--- src/rtl/cb_pkg.sv ---
// Shared constants for the CB write sequencer and its lane mapper:
// select codes, CB addresses, element counts and the sequencer state type.
package cb_pkg;

    localparam logic [1:0] SEL_IDLE   = 2'b00;
    localparam logic [1:0] SEL_XYXITA = 2'b10;
    localparam logic [1:0] SEL_LXLY   = 2'b11;

    localparam int LM_BASE_DEF = 1;
    localparam int ADDR_POSE   = 0;

    localparam int N_POSE_ELEM = 3;
    localparam int N_LM_ELEM   = 2;

    typedef enum logic [1:0] {
        ST_IDLE = 2'd0,
        ST_RUN  = 2'd1,
        ST_TAIL = 2'd2
    } cb_state_e;

endpackage

--- src/rtl/cb_wr_seq_if.sv ---
// Request handshake plus CB port-A / lane-mapper control bundle of the
// CB write sequencer.
interface cb_wr_seq_if #(
    parameter int L              = 4,
    parameter int SEQ_CNT_DW     = 5,
    parameter int CB_DINA_SEL_DW = 2,
    parameter int CB_AW          = 10,
    parameter int IDX_DW         = 6
);
    import cb_pkg::*;

    logic                      req_valid;
    logic                      req_ready;
    logic                      req_mode;
    logic [IDX_DW-1:0]         req_lm_idx;
    logic [CB_DINA_SEL_DW-1:0] CB_dina_sel;
    logic [SEQ_CNT_DW-1:0]     seq_cnt_out;
    logic                      CB_ena;
    logic [L-1:0]              CB_wea;
    logic [CB_AW-1:0]          CB_addra;
    logic                      done;
    logic                      err;

    modport master (
        output req_valid, req_mode, req_lm_idx,
        input  req_ready, CB_dina_sel, seq_cnt_out, CB_ena, CB_wea, CB_addra,
               done, err
    );

    modport slave (
        input  req_valid, req_mode, req_lm_idx,
        output req_ready, CB_dina_sel, seq_cnt_out, CB_ena, CB_wea, CB_addra,
               done, err
    );

endinterface

--- src/rtl/cb_wr_seq.sv ---
// CB write sequencer: steps the lane mapper through a pose or landmark
// record and issues one-hot lane writes one cycle behind the element count.
//
// state | meaning
// IDLE  | ready for a request
// RUN   | element counter 1..N driving the lane mapper
// TAIL  | last write strobe and done pulse; ready again next cycle
module cb_wr_seq
    import cb_pkg::*;
#(
    parameter int L              = 4,
    parameter int SEQ_CNT_DW     = 5,
    parameter int CB_DINA_SEL_DW = 2,
    parameter int CB_AW          = 10,
    parameter int IDX_DW         = 6,
    parameter int N_LM           = 32,
    parameter int LM_BASE        = LM_BASE_DEF
) (
    input logic       clk,
    input logic       sys_rst,
    cb_wr_seq_if.slave bus
);

    cb_state_e                 state;
    logic                      ready;
    logic [CB_DINA_SEL_DW-1:0] sel;
    logic [SEQ_CNT_DW-1:0]     seq;
    logic                      ena;
    logic [L-1:0]              wea;
    logic [CB_AW-1:0]          addra;
    logic                      done_r;
    logic                      err_r;
    logic [SEQ_CNT_DW-1:0]     n_q;
    logic [CB_AW-1:0]          addr_q;

    logic                      lm_oob;
    logic [CB_AW-1:0]          lm_addr;

    assign lm_oob  = 32'(bus.req_lm_idx) >= N_LM;
    assign lm_addr = CB_AW'(LM_BASE) + CB_AW'(bus.req_lm_idx);

    always_ff @(posedge clk or posedge sys_rst) begin
        if (sys_rst) begin
            state  <= ST_IDLE;
            ready  <= 1'b1;
            sel    <= CB_DINA_SEL_DW'(SEL_IDLE);
            seq    <= '0;
            ena    <= 1'b0;
            wea    <= '0;
            addra  <= '0;
            done_r <= 1'b0;
            err_r  <= 1'b0;
            n_q    <= '0;
            addr_q <= '0;
        end else begin
            ena    <= 1'b0;
            wea    <= '0;
            done_r <= 1'b0;
            err_r  <= 1'b0;
            case (state)
                ST_IDLE: begin
                    if (bus.req_valid) begin
                        ready <= 1'b0;
                        if (bus.req_mode && lm_oob) begin
                            state  <= ST_TAIL;
                            done_r <= 1'b1;
                            err_r  <= 1'b1;
                        end else begin
                            state  <= ST_RUN;
                            seq    <= SEQ_CNT_DW'(1);
                            sel    <= bus.req_mode ? CB_DINA_SEL_DW'(SEL_LXLY)
                                                   : CB_DINA_SEL_DW'(SEL_XYXITA);
                            n_q    <= bus.req_mode ? SEQ_CNT_DW'(N_LM_ELEM)
                                                   : SEQ_CNT_DW'(N_POSE_ELEM);
                            addr_q <= bus.req_mode ? lm_addr : CB_AW'(ADDR_POSE);
                        end
                    end
                end
                ST_RUN: begin
                    // strobe for element k lands in the cycle after seq = k
                    ena   <= 1'b1;
                    wea   <= L'(1) << (seq - SEQ_CNT_DW'(1));
                    addra <= addr_q;
                    if (seq == n_q) begin
                        state  <= ST_TAIL;
                        seq    <= '0;
                        sel    <= CB_DINA_SEL_DW'(SEL_IDLE);
                        done_r <= 1'b1;
                    end else begin
                        seq <= seq + SEQ_CNT_DW'(1);
                    end
                end
                ST_TAIL: begin
                    state <= ST_IDLE;
                    ready <= 1'b1;
                end
                default: begin
                    state <= ST_IDLE;
                    ready <= 1'b1;
                end
            endcase
        end
    end

    assign bus.req_ready   = ready;
    assign bus.CB_dina_sel = sel;
    assign bus.seq_cnt_out = seq;
    assign bus.CB_ena      = ena;
    assign bus.CB_wea      = wea;
    assign bus.CB_addra    = addra;
    assign bus.done        = done_r;
    assign bus.err         = err_r;

endmodule

--- src/flat_wrapper.sv ---
// flat-port wrapper written by rule: the top's interface ports become plain ports
module cb_wr_seq_flat import cb_pkg::*;
#(
    parameter int L              = 4,
    parameter int SEQ_CNT_DW     = 5,
    parameter int CB_DINA_SEL_DW = 2,
    parameter int CB_AW          = 10,
    parameter int IDX_DW         = 6,
    parameter int N_LM           = 32,
    parameter int LM_BASE        = LM_BASE_DEF
)
  (clk, sys_rst, bus_req_valid, bus_req_mode, bus_req_lm_idx, bus_req_ready, bus_CB_dina_sel, bus_seq_cnt_out, bus_CB_ena, bus_CB_wea, bus_CB_addra, bus_done, bus_err);
  cb_wr_seq_if #(.L(L), .SEQ_CNT_DW(SEQ_CNT_DW), .CB_DINA_SEL_DW(CB_DINA_SEL_DW), .CB_AW(CB_AW), .IDX_DW(IDX_DW)) bus_i ();
  input logic clk;
  input logic sys_rst;
  input wire logic [$bits(bus_i.req_valid)-1:0] bus_req_valid;
  input wire logic [$bits(bus_i.req_mode)-1:0] bus_req_mode;
  input wire logic [$bits(bus_i.req_lm_idx)-1:0] bus_req_lm_idx;
  output wire logic [$bits(bus_i.req_ready)-1:0] bus_req_ready;
  output wire logic [$bits(bus_i.CB_dina_sel)-1:0] bus_CB_dina_sel;
  output wire logic [$bits(bus_i.seq_cnt_out)-1:0] bus_seq_cnt_out;
  output wire logic [$bits(bus_i.CB_ena)-1:0] bus_CB_ena;
  output wire logic [$bits(bus_i.CB_wea)-1:0] bus_CB_wea;
  output wire logic [$bits(bus_i.CB_addra)-1:0] bus_CB_addra;
  output wire logic [$bits(bus_i.done)-1:0] bus_done;
  output wire logic [$bits(bus_i.err)-1:0] bus_err;
  assign bus_i.req_valid = bus_req_valid;
  assign bus_i.req_mode = bus_req_mode;
  assign bus_i.req_lm_idx = bus_req_lm_idx;
  assign bus_req_ready = bus_i.req_ready;
  assign bus_CB_dina_sel = bus_i.CB_dina_sel;
  assign bus_seq_cnt_out = bus_i.seq_cnt_out;
  assign bus_CB_ena = bus_i.CB_ena;
  assign bus_CB_wea = bus_i.CB_wea;
  assign bus_CB_addra = bus_i.CB_addra;
  assign bus_done = bus_i.done;
  assign bus_err = bus_i.err;
  cb_wr_seq #(.L(L), .SEQ_CNT_DW(SEQ_CNT_DW), .CB_DINA_SEL_DW(CB_DINA_SEL_DW), .CB_AW(CB_AW), .IDX_DW(IDX_DW), .N_LM(N_LM), .LM_BASE(LM_BASE)) u_core (.clk(clk), .sys_rst(sys_rst), .bus(bus_i));
endmodule
--- config.mk ---
export PLATFORM = sky130hd
export DESIGN_NAME = cb_wr_seq_flat
export DESIGN_NICKNAME = d
export VERILOG_FILES = /design/src/rtl/cb_pkg.sv /design/src/rtl/cb_wr_seq_if.sv /design/src/rtl/cb_wr_seq.sv /design/src/flat_wrapper.sv
export SDC_FILE = /design/constraint.sdc
export NUM_CORES = 1
export LEC_CHECK = 0
export BUFFER_PORTS_ARGS = -buffer_cell sky130_fd_sc_hd__buf_2
export CORE_UTILIZATION = 29
export DETAILED_ROUTE_END_ITERATION = 12
export GPL_TIMING_DRIVEN = 0
export PLACE_DENSITY = 0.47
export SYNTH_ARGS = -nofsm -noshare
export SYNTH_HDL_FRONTEND = slang
export SYNTH_SLANG_ARGS = --single-unit
export TNS_END_PERCENT = 1
--- constraint.sdc ---
create_clock -name clk -period 1.9 [get_ports clk]
set_clock_uncertainty 0.1 [all_clocks]
set_input_delay 0 -clock clk [delete_from_list [all_inputs] [get_ports clk]]
set_output_delay 0 -clock clk [all_outputs]
set_load 0.03 [all_outputs]
==> flow_metrics.env, run 1 <==
export IMPL_outcome="finished clean"
export IMPL_antenna_found_initial=0
export IMPL_fmax_mhz=569
export IMPL_place_ws_ns=0.0924
export IMPL_setup_slack_ns=0.144
export IMPL_route_detailed_drc=0
export IMPL_dieArea_mm2=0.00573
export IMPL_power_leakage_nw=1.01
export IMPL_synth_ff_type="dfrtp_1"
export IMPL_n_fill_cell=523
export IMPL_register_area_um2=827
export IMPL_via_count=1267
export IMPL_drv_cap=0
export IMPL_place_congestion=0.740
export IMPL_total_power_mw=3.07
export IMPL_holdCritPathClass="primary input to register"
export IMPL_drtIter0Drc=43
export IMPL_hold_viol=0
export IMPL_ys_ff_latch=33
export IMPL_ios=35
export IMPL_die_height_um=75.7
export IMPL_initial_core_util_pct=30.4
export IMPL_hpwl_um=2450
export IMPL_grt_total_usage_pct=14.1
export IMPL_worst_pin_slew_ns=0.701
export IMPL_finalCritPeriodShare_pct=92.4
export IMPL_synthArstFlopShare_pct=100
export IMPL_htree_levels=2
export IMPL_io_buffers=31
export IMPL_overflow=0
export IMPL_dpl_cell_count=256
export IMPL_clk_latency_ns=0.28
export IMPL_core_area_mm2=0.00517
export IMPL_n_antenna_cell=0
export IMPL_syn_area_mm2=0.00157
export IMPL_path_class="register to register"
export IMPL_crit_arrival_ns=1.86
export IMPL_path_clk_slew_ns=0.07
export IMPL_multi_input_area_um2=654
export IMPL_power_density_mw_per_mm2=1520
export IMPL_ant_nets=0
export IMPL_wl_met2_um=1620
export IMPL_synth_area_per_cell_um2=10.3
export IMPL_clock_path_buffers=2
export IMPL_wire_per_inst_um=12.8
export IMPL_die_width_um=75.7
export IMPL_grt_max_degree=34
export IMPL_grt_pass1_vias=1257
export IMPL_seq_area_frac_synth_pct=52.5
export IMPL_grt_pass1_wl_um=5930
export IMPL_cts_tree="built"
export IMPL_synth_edf_count=0
export IMPL_numCtsBuffers=5
export IMPL_dr_wl_met3_um=184
export IMPL_cts_root_buffer="clkbuf_8"
export IMPL_postCtsSetupBuffers=0
export IMPL_nets=216
export IMPL_fin_cells=273
export IMPL_maxSlewViolCount=0
export IMPL_yosysWarnings=0
export IMPL_syn_to_final_growth_pct=27.9
export IMPL_worst_setup_path_start_kind="register"
export IMPL_first_pass_iters=4
export IMPL_fp_row_count=26
export IMPL_cts_sinks=33
export IMPL_postSynthCellCount=153
export IMPL_worstPathRequired_ns=2.00
export IMPL_drt_total_wl_um=3480
export IMPL_viasPerCell=4.64
export IMPL_yosysUniqueCellTypes=41
export IMPL_highest_signal_layer="met4"
export IMPL_max_slew_margin_pct=53.2
export IMPL_finalHoldWorstSlack_ns=0.121
export IMPL_fin_setup_tns_ns=0
export IMPL_rsz0062_at_grt="no"
export IMPL_min_period_ns=1.76
export IMPL_vdd_drop_max_uv=510
export IMPL_setup_viol=0
export IMPL_critPathMaxFanout=8
export IMPL_drive_above_1_share_pct=27.1
export IMPL_crit_path_end_kind="register"
export IMPL_m1WireLength_um=1660
flip-flops by register name, summed over array words and instances, names as in the netlist:
| name | count |
|---|---|
| u_core.addr_q | 7 |
| u_core.bus.CB_addra | 7 |
| u_core.bus.seq_cnt_out | 5 |
| u_core.bus.CB_wea | 4 |
| u_core.bus.CB_dina_sel | 2 |
| u_core.n_q | 2 |
| u_core.state | 2 |
| u_core.bus.CB_ena | 1 |
| u_core.bus.done | 1 |
| u_core.bus.err | 1 |
| u_core.bus.req_ready | 1 |
stage by stage:
step	cell area (um2)	util, %
2_1_floorplan	1580	-
3_3_place_gp	1820	35.3
3_5_place_dp	1820	35.3
4_1_cts	2000	38.7
5_1_grt	2010	38.9
6_report	2010	38.9
synth_stat cells, types with 3 or more instances:
cell type,n,area (um2)
xnor2_1,5,43.8
nand2b_1,4,25.0
o21ai_0,5,25.0
nand3_1,7,35.0
nand4_1,3,18.8
dfrtp_1,32,801
o2bb2ai_1,5,43.8
xor2_1,4,35.0
buf_4,3,22.5
buf_2,5,25.0
ha_1,3,37.5
o211ai_1,3,22.5
nand2_1,25,93.8
inv_1,7,26.3
a21oi_1,4,20.0
nor2_1,4,15.0
cell type report:
cell class | instances | area share (%)
clock buffer | 7 | 4.29
sequential | 33 | 41.1
timing repair buffer | 41 | 12.7
inverter | 8 | 1.49
tap | 70 | 4.35
buffer | 10 | 3.60
multi-input combinational | 104 | 32.5
power breakdown:
group	switching, mW	internal (mW)
sequential	0.133	0.929
clock	0.239	0.287
combinational	0.950	0.531
total	1.32	1.75
layer usage:
layer  vias up  GRT usage [%]
li1        621              -
met1       609           17.1
met2        33           23.8
met3         4           4.76
met4         0           4.32
met5         -              0
layout by cell type (no fill, tap or decap), drive strengths merged, types with 3 or more instances in the layout:
master	n
nor2	4
o2bb2ai	5
ha	3
nand4	3
xnor2	5
nand2b	4
xor2	4
dfrtp	32
nand2	25
nand3	7
a22o	3
buf	41
o21ai	5
conb	3
dlygate4sd3	10
a21oi	4
o211ai	3
inv	8
clkbuf	7
final timing paths:
| kind | start | end | slack, ns | cells past startpoint |
|---|---|---|---|---|
| max in group asynchronous | sys_rst | u_core.bus.err | 0.96 | 3 |
| worst min-delay path | bus_req_lm_idx[5] | u_core.bus.CB_dina_sel[0] | 0.12 | 4 |
| worst min register to register | u_core.addr_q[6] | u_core.bus.CB_addra[6] | 0.36 | 2 |
| min in group asynchronous | sys_rst | u_core.bus.CB_wea[2] | 0.28 | 3 |
| worst max-delay path | u_core.bus.seq_cnt_out[0] | u_core.bus.CB_wea[2] | 0.14 | 6 |
| worst max register to register | u_core.bus.seq_cnt_out[0] | u_core.bus.CB_wea[2] | 0.14 | 6 |
worst max-delay path, stage by stage (launching register included):
cell,delay [ns]
dfrtp_1,0.37
buf_4,0.17
inv_1,0.09
ha_1,0.24
or2_0,0.20
a211o_2,0.36
a21oi_1,0.15
logic make-up after synthesis:
family | after synthesis | synth area share, %
AO/OA/AOI/OAI | 31 | 14.3
XOR/XNOR | 9 | 5.01
adder cells (fa/ha/maj) | 3 | 2.38
buffers and inverters | 18 | 6.36
flip-flops | 33 | 52.5
other | 1 | 0.238
AND/OR/NAND/NOR | 58 | 19.2
what timing repair did:
action / in CTS / in global routing
endpoints found under the hold margin: 9 / 32
resized for setup: 0 / 2
hold buffers: 9 / 1
endpoints found under the setup margin: 0 / 3
(Power assumes the default switching activity.)
==> run 2: changes to the inputs <==
--- a/config.mk
+++ b/config.mk
@@ -10,6 +10,7 @@
 export DETAILED_ROUTE_END_ITERATION = 12
 export GPL_TIMING_DRIVEN = 0
 export PLACE_DENSITY = 0.47
+export SETUP_SLACK_MARGIN = 0.3
 export SYNTH_ARGS = -nofsm -noshare
 export SYNTH_HDL_FRONTEND = slang
 export SYNTH_SLANG_ARGS = --single-unit
==> flow_metrics.env, run 2 (synthesis results as in run 1) <==
export IMPL_outcome="finished clean"
export IMPL_fmax_mhz=616
export IMPL_min_period_ns=1.62
export IMPL_maxSlewViolCount=0
export IMPL_crit_path_end_kind="register"
export IMPL_grt_max_degree=33
export IMPL_setup_viol=0
export IMPL_max_slew_margin_pct=57.3
export IMPL_drv_cap=0
export IMPL_die_height_um=75.7
export IMPL_overflow=0
export IMPL_cp_slowest_stage_delay_ns=0.38
export IMPL_clock_path_buffers=2
export IMPL_r2r_end="u_core.bus.CB_wea[3]"
export IMPL_core_area_mm2=0.00517
export IMPL_grt_total_usage_pct=14.7
export IMPL_viasPerCell=4.62
export IMPL_hold_viol=0
export IMPL_route_detailed_drc=0
export IMPL_io_buffers=31
export IMPL_grt_pass1_wl_um=6000
export IMPL_rsz0062_at_grt="yes"
export IMPL_dieArea_mm2=0.00573
export IMPL_power_density_mw_per_mm2=1550
export IMPL_fp_row_count=26
export IMPL_critPathCapture="u_core.bus.CB_wea[3]"
export IMPL_vdd_drop_max_uv=583
export IMPL_cts_root_buffer="clkbuf_8"
export IMPL_crit_arrival_ns=1.73
export IMPL_ant_nets=0
export IMPL_crit_path_cell_trace="buf_6 -> inv_4 -> ha_4 -> or2_1 -> a211o_4 -> a21oi_2"
export IMPL_worstPathRequired_ns=2.01
export IMPL_holdCritPathClass="primary input to register"
export IMPL_antenna_found_initial=0
export IMPL_total_power_mw=3.37
export IMPL_power_leakage_nw=1.08
export IMPL_fin_setup_tns_ns=0
export IMPL_first_pass_iters=4
export IMPL_numCtsBuffers=5
export IMPL_reg2reg_from="u_core.bus.seq_cnt_out[0]"
export IMPL_worst_setup_path_start_kind="register"
export IMPL_drt_total_wl_um=3860
export IMPL_layout_common_cells="34 x buf_2, 30 x dfrtp_1, 25 x nand2_1, 12 x dlygate4sd3_1, 9 x buf_4"
export IMPL_ios=35
export IMPL_path_clk_slew_ns=0.07
export IMPL_worst_pin_slew_ns=0.638
export IMPL_finalCritPeriodShare_pct=85.5
export IMPL_drtIter0Drc=48
export IMPL_rr_worst_depth=6
export IMPL_r2r_slack_ns=0.28
export IMPL_cts_sinks=33
export IMPL_nets=226
export IMPL_n_antenna_cell=0
export IMPL_wire_per_inst_um=13.6
export IMPL_place_congestion=0.808
export IMPL_cts_tree="built"
export IMPL_hpwl_um=2450
export IMPL_initial_core_util_pct=30.4
export IMPL_n_fill_cell=512
export IMPL_clk_latency_ns=0.28
export IMPL_critPathMaxFanout=4
export IMPL_htree_levels=2
export IMPL_slowest_stage="dfrtp_2"
export IMPL_drive_above_1_share_pct=33.6
export IMPL_die_width_um=75.7
export IMPL_finalHoldWorstSlack_ns=0.108
export IMPL_grt_pass1_vias=1271
export IMPL_hold_depth=4
export IMPL_syn_to_final_growth_pct=38.0
export IMPL_path_class="register to register"
export IMPL_mostFrequentLayoutCell="buf_2"
export IMPL_via_count=1311
export IMPL_critPathLaunch="u_core.bus.seq_cnt_out[0]"
==> run 2: report_power, final <==
group / leakage, nW / internal, mW / switching [mW]
logic: 0.605 / 0.720 / 1.06
registers: 0.427 / 0.932 / 0.144
clock network: 0.0450 / 0.254 / 0.256
==> run 2: per-layer routing <==
metal / part of all wire (%) / track usage (%)
met5: 0 / 0
met4: 1.2 / 5.76
met3: 4.1 / 4.50
met2: 50 / 25.4
met1: 45 / 17.1
==> run 2: timing repair <==
action                                  in CTS  in global routing
hold endpoints to repair                    11                  9
endpoints found under the setup margin       2                  4
pin swaps                                    0                  3
hold buffers                                10                  2
buffers inserted                             2                  5
resized for setup                            0                  6
==> run 2: per-stage QoR <==
| stage | util (%) | setup slack [ns] | instance area (um2) | instances |
|---|---|---|---|---|
| 2_1_floorplan | - | 0.291 | 1610 | 155 |
| 3_3_place_gp | 35.8 | 0.349 | 1850 | 256 |
| 3_5_place_dp | 35.8 | 0.310 | 1850 | 256 |
| 4_1_cts | 39.7 | 0.319 | 2050 | 276 |
| 5_1_grt | 42.0 | 0.247 | 2170 | 284 |
| 6_report | 42.0 | 0.276 | 2170 | 284 |
==> run 2: final cells by class <==
type / instances / area (um2) / area share [%]
Timing Repair Buffer: 51 / 368 / 16.9
Tap cell: 70 / 87.6 / 4.03
Buffer: 10 / 82.6 / 3.80
Clock inverter: 2 / 10.0 / 0.461
Inverter: 8 / 32.5 / 1.50
Multi-Input combinational cell: 104 / 689 / 31.7
Clock buffer: 6 / 72.6 / 3.34
Sequential cell: 33 / 830 / 38.2
==> run 2: worst min-delay path by stage <==
stage,startpoint,endpoint,slack [ns]
floorplan,bus_req_lm_idx[0],u_core.addr_q[0],-0.02
global placement,bus_req_lm_idx[0],u_core.addr_q[0],0.11
detailed placement,bus_req_lm_idx[0],u_core.addr_q[0],0.13
CTS,sys_rst,u_core.bus.CB_addra[6],-0.03
global route,bus_req_lm_idx[5],u_core.addr_q[5],0.12
finish,bus_req_lm_idx[5],u_core.addr_q[5],0.11
==> run 2: critical path, delay by kind of cell, from the launching register on <==
family                   cells  cell delay (ns)
AO/OA/AOI/OAI                2             0.50
AND/OR/NAND/NOR              1             0.23
adder cells (fa/ha/maj)      1             0.16
flip-flops                   1             0.38
buffers and inverters        2             0.18
==> run 3: changes to the inputs <==
--- a/config.mk
+++ b/config.mk
@@ -6,10 +6,10 @@
 export NUM_CORES = 1
 export LEC_CHECK = 0
 export BUFFER_PORTS_ARGS = -buffer_cell sky130_fd_sc_hd__buf_2
-export CORE_UTILIZATION = 29
+export CORE_UTILIZATION = 35
+export CTS_CLUSTER_SIZE = 8
 export DETAILED_ROUTE_END_ITERATION = 12
-export GPL_TIMING_DRIVEN = 0
-export PLACE_DENSITY = 0.47
+export PLACE_DENSITY = 0.55
 export SETUP_SLACK_MARGIN = 0.3
 export SYNTH_ARGS = -nofsm -noshare
 export SYNTH_HDL_FRONTEND = slang
==> flow_metrics.env, run 3 (synthesis results as in run 1) <==
export IMPL_outcome="finished clean"
export IMPL_seq_power_share_pct=35.8
export IMPL_route_detailed_drc=0
export IMPL_power_frac_comb_pct=46.1
export IMPL_power_leakage_nw=1.01
export IMPL_mostFrequentLayoutCell="buf_2"
export IMPL_grt_total_usage_pct=14.7
export IMPL_wire_per_inst_um=13.5
export IMPL_holdCritPathClass="primary input to register"
export IMPL_total_power_mw=3.19
export IMPL_cts_root_buffer="clkbuf_8"
export IMPL_path_class="register to register"
export IMPL_clkPwrFrac_pct=18.1
export IMPL_ios=35
export IMPL_cts_sinks=33
export IMPL_worst_setup_path_start_kind="register"
export IMPL_first_pass_iters=4
export IMPL_drtIter0Drc=75
export IMPL_fin_cells=254
export IMPL_dieArea_mm2=0.00477
export IMPL_grt_max_degree=34
export IMPL_io_buffers=31
export IMPL_n_fill_cell=443
export IMPL_intPower_mw=1.83
export IMPL_n_antenna_cell=0
export IMPL_register_area_um2=830
export IMPL_hold_viol=0
export IMPL_multi_input_area_um2=667
export IMPL_fin_setup_tns_ns=0
export IMPL_nets=214
export IMPL_finalCritPeriodShare_pct=82.0
export IMPL_switchingPower_mw=1.36
export IMPL_drt_total_wl_um=3430
export IMPL_swShare_pct=42.7
export IMPL_dpl_cell_count=230
export IMPL_clock_path_buffers=2
export IMPL_crit_arrival_ns=1.63
export IMPL_vdd_drop_max_uv=462
export IMPL_ant_nets=0
export IMPL_numCtsBuffers=5
export IMPL_path_clk_slew_ns=0.07
export IMPL_worstPathRequired_ns=1.97
export IMPL_grt_pass1_wl_um=5560
export IMPL_core_area_mm2=0.00432
export IMPL_setup_viol=0
export IMPL_hpwl_um=2250
export IMPL_fmax_mhz=642
export IMPL_power_density_mw_per_mm2=1580
export IMPL_cp_slowest_stage_delay_ns=0.47
export IMPL_drive_above_1_share_pct=29.2
export IMPL_crit_path_end_kind="register"
export IMPL_path_buf_inv=1
export IMPL_drv_cap=0
export IMPL_maxSlewViolCount=0
export IMPL_layout_common_cells="31 x buf_2, 30 x dfrtp_1, 25 x nand2_1, 10 x dlygate4sd3_1, 8 x buf_4"
export IMPL_rsz0062_at_grt="yes"
export IMPL_viasPerCell=5.04
export IMPL_finalHoldWorstSlack_ns=0.0716
export IMPL_clk_latency_ns=0.28
export IMPL_antenna_found_initial=0
export IMPL_initial_core_util_pct=36.4
export IMPL_cts_tree="built"
export IMPL_overflow=0
export IMPL_critPathMaxFanout=7
export IMPL_htree_levels=2
export IMPL_fp_row_count=24
export IMPL_grt_pass1_vias=1205
export IMPL_slowest_stage="dfrtp_2"
export IMPL_cpLargestDelayFamily="compound AO/OA/AOI/OAI gates"
export IMPL_place_congestion=0.805
export IMPL_via_count=1281
export IMPL_min_period_ns=1.56
export IMPL_crit_path_cell_trace="buf_4 -> xnor2_1 -> a31oi_1 -> a22o_2"
export IMPL_syn_to_final_growth_pct=27.7
export IMPL_die_height_um=69.1
export IMPL_die_width_um=69.1
==> run 3: worst paths after layout <==
path	from	end	slack [ns]	cells past startpoint
max in group asynchronous	sys_rst	u_core.bus.req_ready	1.12	4
worst max register to register	u_core.bus.seq_cnt_out[0]	u_core.bus.seq_cnt_out[3]	0.34	4
min in group asynchronous	sys_rst	u_core.bus.seq_cnt_out[0]	0.25	4
worst max-delay path	u_core.bus.seq_cnt_out[0]	u_core.bus.seq_cnt_out[3]	0.34	4
worst min-delay path	bus_req_lm_idx[5]	u_core.bus.CB_dina_sel[0]	0.07	3
worst min register to register	u_core.bus.req_ready	u_core.bus.req_ready	0.37	2
==> run 3: power groups by stage <==
stage               Sequential [mW]  Combinational, mW  Clock, mW
finish                         1.14               1.47      0.578
global route                   1.17               1.60      0.626
CTS                            1.15               1.40      0.600
detailed placement             1.16               1.38          0
global placement               1.15               1.35          0
floorplan                      1.35              0.886          0
==> run 3: timing repair <==
| item | 4_1_cts | 5_1_grt |
|---|---|---|
| hold buffers | 10 | 0 |
| buffers inserted | 0 | 6 |
| hold endpoints to repair | 41 | 0 |
| resized for setup | 0 | 1 |
| endpoints found under the setup margin | 0 | 6 |
==> run 3: area by class of cell <==
| cell class | instances | share of cell area (%) |
|---|---|---|
| clock inverter | 1 | 0.249 |
| inverter | 8 | 1.62 |
| clock buffer | 7 | 4.79 |
| tap | 52 | 3.24 |
| timing repair buffer | 49 | 15.7 |
| sequential | 33 | 41.3 |
| multi-input combinational | 104 | 33.2 |
==> run 3: worst register-to-register path, cell delays in order, from the launching register on <==
cell	delay (ns)
dfrtp_2	0.47
buf_4	0.16
xnor2_1	0.22
a31oi_1	0.20
a22o_2	0.29
==> run 3: through the flow <==
stage / worst slack [ns] / area, um2 / util (%)
final: 0.341 / 2010 / 46.5
after global routing: 0.298 / 2010 / 46.5
after CTS: 0.305 / 1970 / 45.5
after detailed placement: 0.323 / 1760 / 40.8
after global placement: 0.391 / 1760 / 40.8
after floorplan: 0.291 / 1610 / -
==> run 3: routing by layer <==
| layer | GRT usage [%] | wire length, um | part of all wire [%] |
|---|---|---|---|
| met5 | 0 | 0 | 0 |
| met4 | 5.90 | 60 | 1.8 |
| met3 | 4.82 | 180 | 5.3 |
| met2 | 24.3 | 1590 | 46 |
| met1 | 17.7 | 1590 | 47 |
